[src/rtl/mux_scan_pkg.sv]
// Shared definitions for the 8:1 mux scan reader.
// Contents: FSM state encoding, channel count, select width and
// settle counter width (covers settle values 0..15).
package mux_scan_pkg;

    localparam int N_CH  = 8;
    localparam int SEL_W = 3;
    localparam int CNT_W = 4;

    typedef enum logic [1:0] {
        IDLE = 2'd0,
        WAIT = 2'd1,
        HOLD = 2'd2
    } state_t;

endpackage

[src/rtl/mux_scan_capture_settle_timer.sv]
// settle_timer: loadable down-counter that paces each mux channel.
// Ports:
//   clk   - rising-edge clock
//   rst_n - asynchronous active-low reset, clears the count
//   load  - reload the count with SETTLE (has priority over counting)
//   zero  - high while the count is zero
// The count saturates at zero; it only leaves zero through a load.
module settle_timer
    import mux_scan_pkg::*;
#(
    parameter int SETTLE = 1
) (
    input  logic clk,
    input  logic rst_n,
    input  logic load,
    output logic zero
);

    logic [CNT_W-1:0] cnt;

    always_ff @(posedge clk or negedge rst_n) begin
        if (!rst_n) begin
            cnt <= '0;
        end else if (load) begin
            cnt <= CNT_W'(SETTLE);
        end else if (cnt != '0) begin
            cnt <= cnt - CNT_W'(1);
        end
    end

    assign zero = (cnt == '0);

endmodule

[src/rtl/mux_scan_capture.sv]
// mux_scan_capture: steps the select of an 8:1 single-bit mux through
// channels 0..7, waits SETTLE cycles on each, samples Y, and hands the
// assembled byte downstream with a valid/ready handshake.
// Ports:
//   clk   - rising-edge clock
//   rst_n - asynchronous active-low reset
//   start - request one 8-channel scan (IDLE, or HOLD together with ready)
//   Y     - mux output, synchronous to clk
//   X     - mux select
//   busy  - high from start acceptance until the byte is handed off
//   Q     - captured word, Q[i] = Y sampled while X == i
//   valid - Q holds a completed scan
//   ready - downstream accepts Q on valid && ready
module mux_scan_capture
    import mux_scan_pkg::*;
#(
    parameter int SETTLE = 1
) (
    input  logic             clk,
    input  logic             rst_n,
    input  logic             start,
    input  logic             Y,
    output logic [SEL_W-1:0] X,
    output logic             busy,
    output logic [N_CH-1:0]  Q,
    output logic             valid,
    input  logic             ready
);

    state_t          state_q;
    state_t          state_d;
    logic [N_CH-1:0] staging;
    logic            zero;
    logic            load;
    logic            accept;
    logic            sample;
    logic            advance;
    logic            complete;
    logic            handoff;

    settle_timer #(.SETTLE(SETTLE)) u_timer (
        .clk   (clk),
        .rst_n (rst_n),
        .load  (load),
        .zero  (zero)
    );

    always_ff @(posedge clk or negedge rst_n) begin
        if (!rst_n) begin
            state_q <= IDLE;
        end else begin
            state_q <= state_d;
        end
    end

    always_comb begin
        state_d  = state_q;
        load     = 1'b0;
        accept   = 1'b0;
        sample   = 1'b0;
        advance  = 1'b0;
        complete = 1'b0;
        handoff  = 1'b0;
        case (state_q)
            IDLE: begin
                if (start) begin
                    accept  = 1'b1;
                    load    = 1'b1;
                    state_d = WAIT;
                end
            end
            WAIT: begin
                if (zero) begin
                    sample = 1'b1;
                    if (X != SEL_W'(N_CH - 1)) begin
                        advance = 1'b1;
                        load    = 1'b1;
                    end else begin
                        complete = 1'b1;
                        state_d  = HOLD;
                    end
                end
            end
            HOLD: begin
                // A start is only honoured when the current word leaves
                // in the same cycle; the restart skips IDLE entirely.
                if (valid && ready) begin
                    handoff = 1'b1;
                    if (start) begin
                        load    = 1'b1;
                        state_d = WAIT;
                    end else begin
                        state_d = IDLE;
                    end
                end
            end
            default: state_d = IDLE;
        endcase
    end

    always_ff @(posedge clk or negedge rst_n) begin
        if (!rst_n) begin
            X       <= '0;
            Q       <= '0;
            staging <= '0;
            valid   <= 1'b0;
            busy    <= 1'b0;
        end else begin
            if (accept) begin
                X    <= '0;
                busy <= 1'b1;
            end
            if (sample) begin
                staging[X] <= Y;
            end
            if (advance) begin
                X <= X + SEL_W'(1);
            end
            // The last channel's sample goes straight into Q so the word
            // is complete on the same edge that raises valid.
            if (complete) begin
                Q     <= {Y, staging[N_CH-2:0]};
                valid <= 1'b1;
            end
            if (handoff) begin
                valid <= 1'b0;
                X     <= '0;
                busy  <= start;
            end
        end
    end

endmodule

[config.mk]
export PLATFORM = sky130hd
export DESIGN_NAME = mux_scan_capture
export DESIGN_NICKNAME = d
export VERILOG_FILES = /design/src/rtl/mux_scan_pkg.sv /design/src/rtl/mux_scan_capture_settle_timer.sv /design/src/rtl/mux_scan_capture.sv
export SDC_FILE = /design/constraint.sdc
export NUM_CORES = 1
export LEC_CHECK = 0
export ABC_CLOCK_PERIOD_IN_PS = 1900
export CAP_MARGIN = 10
export CORE_MARGIN = 2
export CORE_UTILIZATION = 45
export DETAILED_ROUTE_END_ITERATION = 12
export GPL_ROUTABILITY_DRIVEN = 0
export PLACE_DENSITY = 0.77
export REMOVE_ABC_BUFFERS = 1
export SETUP_SLACK_MARGIN = 0.5
export SLEW_MARGIN = 20
export SYNTH_ARGS = -nofsm -noshare
export SYNTH_HDL_FRONTEND = slang
export SYNTH_SLANG_ARGS = --single-unit
[constraint.sdc]
create_clock -name clk -period 1.9 [get_ports clk]
set_input_delay 0.38 -clock clk [delete_from_list [all_inputs] [get_ports clk]]
set_output_delay 0.38 -clock clk [all_outputs]
set_load 0.02 [all_outputs]
; Word-level counts from Yosys, hierarchy flattened
; Cells that the tools add are included.
; Widths: inputs -> output; s select.
[op_classes]
n_shift = 0
mux = 32
reduce_logical = 10
n_lt_le_gt_ge = 2
bitwise_logic = 0
mul = 0
addsub = 2
eq_ne = 7
n_div = 0
[ops]
columns = op, n
row1 = $mux 1, 19
row2 = $mux 3, 3
row3 = $bwmux 8, 1
row4 = $mux 2, 4
row5 = $mux 4, 2
row6 = $ne 2x2->1 const B, 3
row7 = $pmux 2 s3, 1
row8 = $reduce_bool 2->1, 3
row9 = $logic_not 4->1, 1
row10 = $lt 3x4->1 const B, 1
row11 = $reduce_and 4->1, 1
row12 = $reduce_bool 4->1, 1
row13 = $sub 4x1->4 const B, 1
row14 = $add 3x1->3 const B, 1
row15 = $demux 1 s3, 1
row16 = $ge 3x1->1 const B, 1
row17 = $ne 3x3->1 const B, 1
row18 = $pmux 1 s3, 1
row19 = $reduce_bool 3->1, 1
row20 = $eq 2x1->1 const B, 1
row21 = $eq 2x2->1 const B, 1
row22 = $logic_and 1x1->1, 2
row23 = $logic_not 2->1, 1
row24 = $ne 2x1->1 const B, 1
[totals]
elab_cells = 60
mem_bits_ro = 0
latch_bits = 0
regBits = 27
out_inout_bits = 13
input_bits = 5
ram_bits = 0
n_memories = 0

; Logic depth before layout (Yosys ltp)
[depth]
depth_word = 6
mapped_depth = 7
depth_no_buf = 5

; By module
; Synthesis repeated with hierarchy kept, for this count alone.
[hier_totals]
hier_cells = 102
area_unflattened_um2 = 1231.2
[modules_own_cells]
columns = mod, cells_per_inst, area_each_um2, n_inst, seq_area_each_um2
row1 = mux_scan_capture, 80, 1001.0, 1, 550.5
row2 = settle_timer, 22, 230.2, 1, 100.1

; Worst setup path after synthesis
; No wires, ideal clock.
[synth_path]
kind = reg2reg
startpoint = reg u_timer.cnt[0]
endpoint = reg staging[1]
path_buffers = 2
stages_incl_launch_ff = 8
setup_slack_ns = 0.009
arrival_ns = 1.767
synth_period_minus_slack_ns = 1.891
setup_ns = 0.125
t_required_ns = 1.775
cell_sequence = dfrtp_1 -> inv_1 -> ha_1 -> or3b_1 -> buf_2 -> buf_6 -> nor4_4 -> mux2_2
[synth_between]
elab_chain_len = 3
[synth_rtl]
columns = element, line
row1 = "start, declared", mux_scan_capture_settle_timer.sv:19  ; logic [CNT_W-1:0] cnt;
row2 = "start signal, assigned", mux_scan_capture_settle_timer.sv:25  ; cnt <= CNT_W'(SETTLE);
row3 = "start signal, assigned", mux_scan_capture_settle_timer.sv:27  ; cnt <= cnt - CNT_W'(1);
row4 = $logic_not 4->1, mux_scan_capture_settle_timer.sv:31  ; assign zero = (cnt == '0);
row5 = $mux 1, mux_scan_capture.sv:73  ; if (zero) begin
row6 = $mux 1, mux_scan_capture.sv:64  ; case (state_q)
row7 = "end signal, assigned", mux_scan_capture.sv:105  ; staging <= '0;
row8 = "end signal, assigned by index", mux_scan_capture.sv:114  ; staging[X] <= Y;
row9 = "end, declared", mux_scan_capture.sv:32  ; logic [N_CH-1:0] staging;
; No other way between the ends.
; A chain may end at the register's enable or synchronous reset.

; Worst setup path after layout
[layout_path]
startpoint = reg u_timer.cnt[1]
endpoint = reg staging[5]
; Same word-level chain as after synthesis.

==> summary.md <==
| Metric | Value |
|---|---|
| RR Startpoint | u_timer.cnt[1] |
| Clock root cell | clkbuf_4 |
| Clock Skew | 2.94 ps |
| Pwr/cell area | between 1000 and 1500 nW/um^2 |
| CTS tree | built |
| Max Cap Viol | 0 |
| Top cell type's share of synthesized area | 0.526 |
| Area of the die | 3180 um^2 |
| Flop pwr share | 0.337 |
| Initial Utilization | 0.460 |
| Ys flop type | dfrtp_1 |
| Antenna diodes | 0 |
| Setup ws final | 17.6 ps |
| FMAX | 531 MHz |
| Switching Fraction | 0.383 |
| All-Layer GR Usage | 0.189 |
| Syn Std Cell Area | ~1200 um^2 |
| Inst Count DP | 159 |
| CTS buffer count | 3 |
| IO buf count | 17 |
| Register area share after synthesis | 0.526 |
| Peak VDD IR | 0.000924 V |
| Fillers | 193 |
| Ratio of final minimum period to clock period | 0.991 |
| Drt drc | 0 |
| Via Count | 1000 |
| Yosys top cell by area | dfrtp_1 |
| Die Width | 56.4 um |
| Ys async rst share | 1.00 |
| Clk sinks | 26 |
| Crit. End Element | register |
| Post-DP HPWL | between 1500 and 2000 um |
| Net count, final | approximately 150 |
| Sum Neg Setup Slack | 0 ps |
| Fin crit period | between 1500 and 2000 ps |
| Fin cells | 175 |
| Clock Latency Late Sink | approximately 320 ps |
| Area growth from synthesis to layout | 46.2% |
| Die height | 56.4 um |
| Post-synth EDFFs | 0 |
| Layout cell share with drive strength beyond 1 | 0.521 |
| Leakage | 0.871 nW |
| Worst Setup Path Type | register to register |
| Hold Crit Class | input pin to async pin |
| Worst Path Buf+Inv | 2 |
| Mean Syn Cell Area | 12.1 um^2 |
| Combinational cell fraction of total power | 0.555 |
| Max-slew violations | 0 |
| Worst slew margin | 0.636 |
| 1st-pass router iterations | 4 |
| Syn. warnings | 0 |
| Final hold vios | 0 |
| Worst-path maximum fanout | 7 |
| First-pass GRT wire length | 4730 um |
| Clock power frac | 0.108 |
| Mapped Cells | 102 |
| Pint | 0.00158 W |
| CP startpoint kind | register |
| Delay of the slowest critical-path stage | 430 ps |
| Largest net degree at the start of global routing | 27 |
| Final wirelength | 3030 um |
| Synth cell count leaders | dfrtp_1, mux2_2, a21oi_1, inv_1, nor3_1 |
| Tightest Pin Transition | 541 ps |
| Worst path slowest cell | or3b_4 |
| Vias in the first global route | 1028 |
| Register-to-register setup slack | roughly 18 ps |
| Clock slew at reported path FFs | 130 ps |
| Routed Antenna Nets | 0 |
| Synthesized flop and latch total | 26 |
| Beginning of the critical path | u_timer.cnt[1] |
| Yosys cell types | 31 |
| Fin area | 1810 um^2 |
| H-tree depth | 1 |
| CP cell instances | inv_1 -> ha_1 -> or3b_4 -> buf_6 -> nor3_2 -> mux2_2 |
| Initial antenna violation count | 0 |
| Synth area leaders | dfrtp_1, mux2_2, ha_1 |
| Status | completed |
| WL/cell | 17.3 um |
| Unrepaired setup endpoints after global routing | true |
| Most frequent cell after synthesis | dfrtp_1 |
| CP arrival | 2100 ps |
| Kind of cell with the highest combined delay on the critical path | simple AND/OR/NAND/NOR gates |
| Finish-stage setup viols | 0 |
| WP data required | 2120 ps |
| # IOs | 18 |
| Number of vias per cell | 5.71 |
| Core box area | 2690 um^2 |
| P_sw | 0.000985 W |
| Post-Place Worst Slack | -107 ps |
| 1st-iter DRT viols | 13 |
| Gr ovfl total | 0 |
| CTS Buffer Depth | 2 |
| Number of cell rows | 19 |
| Area post-placement | 1520 um^2 |
[layout make-up]
type / instances / area [um^2] / share of cell area
timing repair buffer: 42 / 380 / 0.211
multi-input combinational: 67 / 682 / 0.377
tap: 31 / 38.8 / 0.0215
sequential: 26 / 651 / 0.360
clock buffer: 4 / 36.3 / 0.0201
inverter: 5 / 18.8 / 0.0104
[worst register-to-register path, cell delays in order (launching register included)]
cell     delay (ps)
dfrtp_1         410
inv_1            60
ha_1            160
or3b_4          430
buf_6           160
nor3_2          200
mux2_2          360
[through the flow]
stage	util	hold WS, ps	power, W
2_1_floorplan	-	84.4	0.00142
3_3_place_gp	0.565	486	0.00178
3_5_place_dp	0.565	497	0.00183
4_1_cts	0.651	433	0.00240
5_1_grt	0.673	451	0.00270
6_report	0.673	423	0.00257
[worst paths after layout]
| check | to | cells after the start |
|---|---|---|
| setup / recovery | staging[5] | 6 |
| hold / removal | X[2] | 2 |
| setup reg to reg | staging[5] | 6 |
| hold reg to reg | staging[0] | 1 |
| max in group asynchronous | staging[4] | 2 |
| min in group clk | staging[0] | 1 |
[cell usage in the layout (no fill, tap or decap), types with 2 or more instances in the layout]
cell             Yosys  layout
buf_4                0      16
nor4_4               1       3
nand3b_1             2       2
or3b_4               0       2
buf_6                1      11
mux2_2              15      12
dfrtp_1             26      26
clkdlybuf4s15_2      0       5
clkbuf_2             0       4
o21ai_0              4       4
nor2_1               3       2
nand2_1              3       3
a21oi_1              5       5
mux2_4               0       3
nand2b_1             4       4
or3_1                3       3
clkdlybuf4s50_1      0       4
nor3_2               0       3
clkbuf_4             0       3
inv_1                5       5
[power groups by stage]
stage / sequential [W] / combinational [W] / clock (W)
final: 0.000867 / 0.00142 / 0.000277
after global routing: 0.000886 / 0.00152 / 0.000297
after CTS: 0.000853 / 0.00126 / 0.000285
after detailed placement: 0.000862 / 0.000969 / 0
after global placement: 0.000847 / 0.000933 / 0
after floorplan: 0.000936 / 0.000484 / 0
[cells by family after synthesis]
group / count (synthesis) / synth area share
compound gates: 16 / 0.0891
flops: 26 / 0.526
simple gates: 31 / 0.167
buf+inv: 9 / 0.0354
xor+xnor: 1 / 0.00709
mux: 16 / 0.145
fa+ha+maj: 3 / 0.0304
[sequential cells by signal, indices dropped and copies added (netlist names)]
register / cells
X: 3
state_q: 2
Q: 8
staging: 7
valid: 1
u_timer.cnt: 4
busy: 1
[timing repair]
item,CTS,global route
gates resized for setup,69,15
setup endpoints to repair,37,33
pin swaps,1,2
gates cloned,0,0
endpoints found under the hold margin,0,0
hold buffers,0,0
buffers inserted,7,5
[routing by layer]
metal / global-route usage / wire length (um) / up-vias
li1: - / - / 455
met1: 0.225 / 1240 / 517
met2: 0.356 / 1640 / 22
met3: 0.0300 / 91 / 6
met4: 0.0374 / 56 / 0
met5: 0 / 0 / -
Power figures use the tool's default switching activity.
